[src/rtl/seq_divider.sv]
// Multi-cycle 32-bit unsigned restoring divider producing one quotient bit per cycle.
// The trial subtraction each cycle is performed by a single yArith unit held in subtract mode.

module yArith (
  output logic [31:0] z,
  output logic        cout,
  input  logic [31:0] a,
  input  logic [31:0] b,
  input  logic        ctrl
);
  logic [31:0] b_x;
  logic [32:0] sum;

  // ctrl=1 gives a - b as a + ~b + 1; cout=1 then means a >= b.
  always_comb begin
    b_x = b ^ {32{ctrl}};
    sum = {1'b0, a} + {1'b0, b_x} + {32'd0, ctrl};
  end

  assign z    = sum[31:0];
  assign cout = sum[32];
endmodule

module seq_divider #(
  parameter int WIDTH = 32,
  parameter int CNT_W = 6
) (
  input  logic             clk,
  input  logic             rst_n,
  input  logic             start,
  input  logic [WIDTH-1:0] dividend,
  input  logic [WIDTH-1:0] divisor,
  output logic             busy,
  output logic             done,
  output logic [WIDTH-1:0] quotient,
  output logic [WIDTH-1:0] remainder,
  output logic             dbz
);
  typedef enum logic [1:0] {IDLE, RUN, DONE} state_t;

  localparam logic [CNT_W-1:0] LAST = CNT_W'(WIDTH - 1);

  state_t           state_q;
  logic [WIDTH-1:0] d_q, q_q, r_q, quot_q, rem_q;
  logic [CNT_W-1:0] cnt_q;
  logic             busy_q, done_q, dbz_q;

  logic [WIDTH-1:0] s_w, z_w, r_d, q_d;
  logic             cout_w, take_w;

  // A set R[MSB] means the shifted value exceeds 2^WIDTH > D, so the subtract always succeeds.
  always_comb begin
    s_w    = {r_q[WIDTH-2:0], q_q[WIDTH-1]};
    take_w = r_q[WIDTH-1] | cout_w;
    r_d    = take_w ? z_w : s_w;
    q_d    = {q_q[WIDTH-2:0], take_w};
  end

  yArith u_sub (
    .z    (z_w),
    .cout (cout_w),
    .a    (s_w),
    .b    (d_q),
    .ctrl (1'b1)
  );

  always_ff @(posedge clk or negedge rst_n) begin
    if (!rst_n) begin
      state_q <= IDLE;
      d_q     <= '0;
      q_q     <= '0;
      r_q     <= '0;
      cnt_q   <= '0;
      quot_q  <= '0;
      rem_q   <= '0;
      busy_q  <= 1'b0;
      done_q  <= 1'b0;
      dbz_q   <= 1'b0;
    end else begin
      case (state_q)
        IDLE: begin
          busy_q <= 1'b0;
          done_q <= 1'b0;
          // A start coinciding with the done pulse is dropped.
          if (start && !done_q) begin
            d_q   <= divisor;
            q_q   <= dividend;
            r_q   <= '0;
            cnt_q <= '0;
            if (divisor == '0) begin
              quot_q  <= '1;
              rem_q   <= dividend;
              dbz_q   <= 1'b1;
              state_q <= DONE;
            end else begin
              state_q <= RUN;
            end
          end
        end
        RUN: begin
          busy_q <= 1'b1;
          r_q    <= r_d;
          q_q    <= q_d;
          cnt_q  <= cnt_q + CNT_W'(1);
          if (cnt_q == LAST) begin
            quot_q  <= q_d;
            rem_q   <= r_d;
            dbz_q   <= 1'b0;
            state_q <= DONE;
          end
        end
        DONE: begin
          busy_q  <= 1'b0;
          done_q  <= 1'b1;
          state_q <= IDLE;
        end
        default: state_q <= IDLE;
      endcase
    end
  end

  assign busy      = busy_q;
  assign done      = done_q;
  assign quotient  = quot_q;
  assign remainder = rem_q;
  assign dbz       = dbz_q;
endmodule
[config.mk]
export PLATFORM = sky130hd
export DESIGN_NAME = seq_divider
export DESIGN_NICKNAME = d
export VERILOG_FILES = /design/src/rtl/seq_divider.sv
export SDC_FILE = /design/constraint.sdc
export NUM_CORES = 1
export LEC_CHECK = 0
export BUFFER_PORTS_ARGS = -buffer_cell sky130_fd_sc_hd__buf_4
export CAP_MARGIN = 20
export CORE_ASPECT_RATIO = 1.1
export CORE_UTILIZATION = 50
export DETAILED_ROUTE_END_ITERATION = 10
export PLACE_DENSITY = 0.71
export SLEW_MARGIN = 20
export SYNTH_ARGS = -nofsm -noshare
export SYNTH_HDL_FRONTEND = slang
export SYNTH_SLANG_ARGS = --single-unit
[constraint.sdc]
create_clock -name clk -period 3.5 [get_ports clk]
set_clock_uncertainty 0.2 [all_clocks]
set_input_delay 0.175 -clock clk [delete_from_list [all_inputs] [get_ports clk]]
set_output_delay 0.175 -clock clk [all_outputs]
set_load 0.02 [all_outputs]
Yosys cells after proc, flatten, opt, wreduce, memory -nomap -nowiden
Cells that the tools add are included.
- flip-flop bits (word level): 171
- output and inout bits: 67
- bitwise logic cells: 2
- mux-type cells: 25
- reduce and logical (&&, ||, !) cells: 12
- eq/ne operators: 6
- $add $sub $neg: 3
- operators with widths (kind ; number):
    $mux 32 ; 9
    $pmux 32 s2 ; 4
    $add 32x32->33 ; 1
    $add 33x1->33 const B ; 1
    $logic_not 32->1 ; 1
    $not 32->32 ; 1
    $pmux 6 s2 ; 1
    $add 6x1->6 const B ; 1
    $eq 6x5->1 const B ; 1
    $mux 2 ; 3
    $mux 6 ; 1
    $ne 2x2->1 const B ; 3
    $pmux 1 s2 ; 3
    $reduce_and 2->1 ; 3
    $reduce_bool 2->1 ; 3
    $pmux 2 s2 ; 1
    $reduce_and 4->1 ; 1
    $mux 1 ; 3
    $eq 2x1->1 const B ; 1
    $eq 2x2->1 const B ; 1
    $logic_not 2->1 ; 1
    $reduce_or 2->1 ; 1
    $logic_and 1x1->1 ; 1
    $logic_not 1->1 ; 1
    $or 1x1->1 ; 1

Longest topological paths before layout
- depth after elaboration: 7
- mapped depth: 14

By module
Synthesis repeated with hierarchy kept, for this count alone.
- cells, all modules: 1062
- area total of the unflattened synthesis: 9474.1 um^2
- by module, submodules not included (module ; instances ; area an instance (um^2) ; cells an instance):
    seq_divider ; 1 ; 7328.3 ; 763
    yArith ; 1 ; 2145.8 ; 299

Least setup slack after synthesis
Ideal clock, no wire load.
- path kind: register -> register
- from: reg d_q[0]
- to: reg rem_q[26] (netlist: remainder[26])
- setup time: 143 ps
- buffers on the path: 2
- stages on the path, launching flop included: 13
- clock period less this slack: 2811 ps
- data arrival time: 2468 ps
- path slack: 689 ps
- path through: dfrtp_1 ha_1 fa_1 nor2b_4 o31ai_2 a211oi_2 o21ai_2 a211oi_1 or3_1 buf_2 buf_6 mux2i_1 a21oi_1
- word-level cells in the longest chain between the ends: 7
- ends and longest elaborated chain (item ; line ; text):
    start: declaration ; 44 ; logic [WIDTH-1:0] d_q, q_q, r_q, quot_q, rem_q;
    start signal: assignment ; 86 ; d_q <= divisor;
    $not 32->32 (no line) * ; n/a ;
    $add 32x32->33 * ; 17 ; sum = {1'b0, a} + {1'b0, b_x} + {32'd0, ctrl};
    $add 33x1->33 * ; 17 ;
    $or 1x1->1 ; 54 ; take_w = r_q[WIDTH-1] | cout_w;
    $mux 32 * ; 55 ; r_d = take_w ? z_w : s_w;
    $mux 32 * ; 105 ; if (cnt_q == LAST) begin
    $pmux 32 s2 * ; 80 ; case (state_q)
    end signal: assignment ; 92 ; rem_q <= dividend;
    end signal: assignment ; 107 ; rem_q <= r_d;
    end: declaration ; 44 ;
Mark *: on every way between the ends. The rest lies on a longest branch, timed or not. The select of a mux whose other input is x is not followed.
A chain may end at the register's enable or synchronous reset.

Worst setup path in the final report
- from: reg q_q[31]
- to: reg rem_q[10] (netlist: remainder[10])
- word-level cells in the longest chain between the ends: 6
- ends and longest elaborated chain (item ; line ; text):
    start: declaration ; 44 ;
    start signal: assignment ; 87 ; q_q <= dividend;
    start signal: assignment ; 103 ; q_q <= q_d;
    $add 32x32->33 * ; 17 ;
    $add 33x1->33 * ; 17 ;
    $or 1x1->1 ; 54 ;
    $mux 32 * ; 55 ;
    $mux 32 * ; 105 ;
    $pmux 32 s2 * ; 80 ;
Marks and branches as above.

==> flow_metrics.py <==
metrics = {
    "status": {
        "status": "finished clean",
    },
    "cts": {
        "cts.path.max_buffers": 2,
        "root_buffer": "clkbuf_16",
        "cts.sinks": 171,
        "clk_pin_slew_ps": 70,
        "postCtsSetupBuffers": 0,
        "tritoncts": "yes",
        "clock_latency_ps": 430,
        "htree_levels": 4,
        "cts_inserted_buffers": 17,
    },
    "routing": {
        "wl_mm": 24.2,
        "drc": 0,
        "first_iter_violations": 671,
        "wl_per_cell_um": 16.6,
        "via_count": 8190,
        "dr.pass1.iters": 6,
        "vias_per_cell": 5.59,
        "drtAntennaViolNets": 0,
    },
    "worst_hold_path": {
        "hold_path_class": "in2reg",
        "worstHoldPathCells": 4,
        "min_from": "start",
        "min_to": "q_q[27]",
    },
    "synth": {
        "synth_edf_count": 0,
        "synth_top_family_by_area": "compound AO/OA/AOI/OAI gates",
        "avgSynthCellArea_sq_um": 8.71,
        "async_flop_share_pct": 100,
        "yosys_warnings": 0,
        "syn-num-nets": 1148,
        "synthCells": 1047,
        "synthAdderAreaFrac_pct": 4.74,
        "synth_compound_area_share_pct": 21.0,
        "synth-simple-area-share_pct": 18.8,
        "synthMuxAreaShare_pct": 0.891,
        "synth_seq_cells": 171,
        "synth_cell_types": 71,
        "ys.flop_type": "dfrtp_1",
        "syn-cell-area_sq_um": 9120,
        "synth-xor-area-share_pct": 2.50,
        "yosysSeqAreaShare_pct": 46.9,
    },
    "worst_setup_path": {
        "cpMostUsedCell": "a211oi_2",
        "r2r_start": "q_q[31]",
        "crit_family": "compound AO/OA/AOI/OAI gates",
        "slowest_delay_ps": 430,
        "crit_type": "reg2reg",
        "rrSetupSlack_ps": 230,
        "r2r-end": "remainder[10]",
        "end_kind": "register",
        "path_depth": 13,
        "worst_setup_path_start_kind": "register",
        "worst-path-buf-inv": 2,
        "crit_arrival_ps": 3450,
        "critPathSlowestCell": "fa_1",
        "rr_worst_depth": 13,
        "cp_cell_sequence": "inv_1, ha_1, fa_1, nor2b_4, o31ai_2, a211oi_2, o21ai_2, a211oi_2, or3_1, buf_12, nor2_1, a211oi_2, o22a_1",
        "crit_fanout": 43,
        "crit_required_ps": 3670,
    },
    "place": {
        "globalplace.congestion": 0.880,
        "portBuffers": 133,
        "dp_cells": 1367,
        "hpwl_mm": 16.9,
        "place_ws_ps": 219,
        "place_area_sq_um": 10300,
    },
    "pwr": {
        "power_leakage_nw": 5.29,
        "irDropWorstVdd_mv": 0.535,
        "internal_power_mw": 7.02,
        "clkPwrFrac_pct": 13.6,
        "swShare_pct": 47.0,
        "p_per_area_nw_per_um2": 1150,
        "fin_total_pwr_mw": 13.3,
        "pwr-share-comb_pct": 59.5,
        "power_frac_seq_pct": 26.9,
        "switching_power_mw": 6.23,
    },
    "die": {
        "start_util_pct": 51.2,
        "core.rowCount": 51,
        "die_h_um": 144,
        "io-pin-count": 134,
        "dieArea_sq_um": 18800,
        "core_area_sq_um": 17800,
        "dieWidth_um": 131,
    },
    "cells_and_area": {
        "final_layout_size_suffix_gt1_share_pct": 17.0,
        "seqCellArea_sq_um": 4280,
        "final_cells": 1464,
        "final_cell_mix": "dfrtp_1 (171), nand2_1 (150), buf_4 (149), a21oi_1 (99), nor2_1 (95)",
        "multi_input_area_sq_um": 4400,
        "final_common_cell": "dfrtp_1",
        "fill_cells": 1490,
        "fin_area_sq_um": 11500,
        "area_growth_pct": 26.2,
        "fin_nets": 1314,
        "n_antenna_cell": 0,
    },
    "timing": {
        "setup_ws_ps": 228,
        "finalSetupViolations": 0,
        "rsz0062_at_grt": "false",
        "fmax_ghz": 0.306,
        "period_minus_slack_ps": 3270,
        "tns_ps": 0,
        "slew_viol_final": 0,
        "period_share_pct": 93.5,
        "relSlewSlack_pct": 41.2,
        "tightest_slew_ps": 881,
        "hold_viol_final": 0,
    },
    "flow_run": {
        "maxCapViolCount": 0,
    },
    "global_route": {
        "grt_max_degree": 80,
        "globalRouteTotalUtil_pct": 26.8,
        "grt_overflow_total": 0,
        "antenna_found_initial": 0,
        "grt_first_pass_wirelength_mm": 38.9,
        "grt_pass1_vias": 7546,
    },
}
worst max path at each step:
stage             from       endpoint  slack, ps
5_1_grt        q_q[31]  remainder[10]         20
6_report       q_q[31]  remainder[10]        230
2_1_floorplan   d_q[0]  remainder[26]        690
3_3_place_gp   q_q[31]  remainder[10]        300
4_1_cts        q_q[31]  remainder[10]        200
3_5_place_dp   q_q[31]  remainder[10]        220
Yosys cell counts (11+ instances only):
| cell type | n | area share (%) |
|---|---|---|
| a31oi_1 | 35 | 2.4 |
| buf_2 | 17 | 0.93 |
| o21ai_1 | 33 | 1.8 |
| inv_1 | 40 | 1.6 |
| clkbuf_1 | 47 | 1.9 |
| nor2_1 | 96 | 3.9 |
| a21o_1 | 13 | 1.1 |
| dfrtp_1 | 171 | 47 |
| and3_1 | 28 | 1.9 |
| nand3_1 | 34 | 1.9 |
| ha_1 | 33 | 4.5 |
| xnor2_1 | 11 | 1.1 |
| xor2_1 | 15 | 1.4 |
| o21ai_0 | 88 | 4.8 |
| nand4_1 | 12 | 0.82 |
| a21oi_1 | 99 | 5.4 |
| nand2_1 | 150 | 6.2 |
cells by family after synthesis:
family | count (synthesis)
DFF | 171
adders and majority gates | 34
AOI/OAI and AO/OA | 322
muxes | 8
xor gates and xnor gates | 26
buffers and inverters | 111
and+or+nand+nor | 375
final cells by class:
type                    instances  share of cell area, %
repair buffers                217                   15.8
inverters                      41                   1.34
multi-input cells             765                   38.2
flip-flops and latches        171                   37.2
clock inverters                14                   1.16
clock buffers                  18                   3.73
well taps                     238                   2.59
registers in the layout, indices dropped and copies added, names as in the netlist:
name	cells
quotient	32
dbz	1
busy	1
remainder	32
r_q	32
state_q	2
done	1
cnt_q	6
q_q	32
d_q	32
worst min-delay path: stages:
cell     delay (ps)
buf_4           110
nor4b_2         180
nand2_1          70
a31oi_1          70
per-layer routing:
metal	wire, um	vias to the layer above	part of all wire (%)	GRT usage, %
li1	-	4000	-	-
met4	393	0	1.6	8.11
met2	10900	267	45	41.0
met1	11600	3896	48	39.2
met3	1430	27	5.9	4.06
met5	0	-	0	0
power by group through the flow:
stage / registers (mW) / logic, mW / clock network (mW)
final: 3.56 / 7.88 / 1.81
after global placement: 3.55 / 7.58 / 0
after global routing: 3.66 / 8.76 / 1.91
after CTS: 3.55 / 7.80 / 1.83
after floorplan: 3.84 / 5.31 / 0
after detailed placement: 3.58 / 7.70 / 0
timing repair:
item | in CTS | in global routing
hold buffers | 65 | 0
endpoints found under the hold margin | 171 | 0
setup endpoints to repair | 0 | 3
gates resized for setup | 0 | 2
metrics by stage:
stage / util [%] / hold WS, ps
finish: 64.7 / 14.3
global route: 64.7 / 39.4
CTS: 64.6 / 6.42
detailed placement: 57.8 / 76.2
global placement: 57.8 / 67.8
floorplan: - / -321
Power figures use the tool's default switching activity.
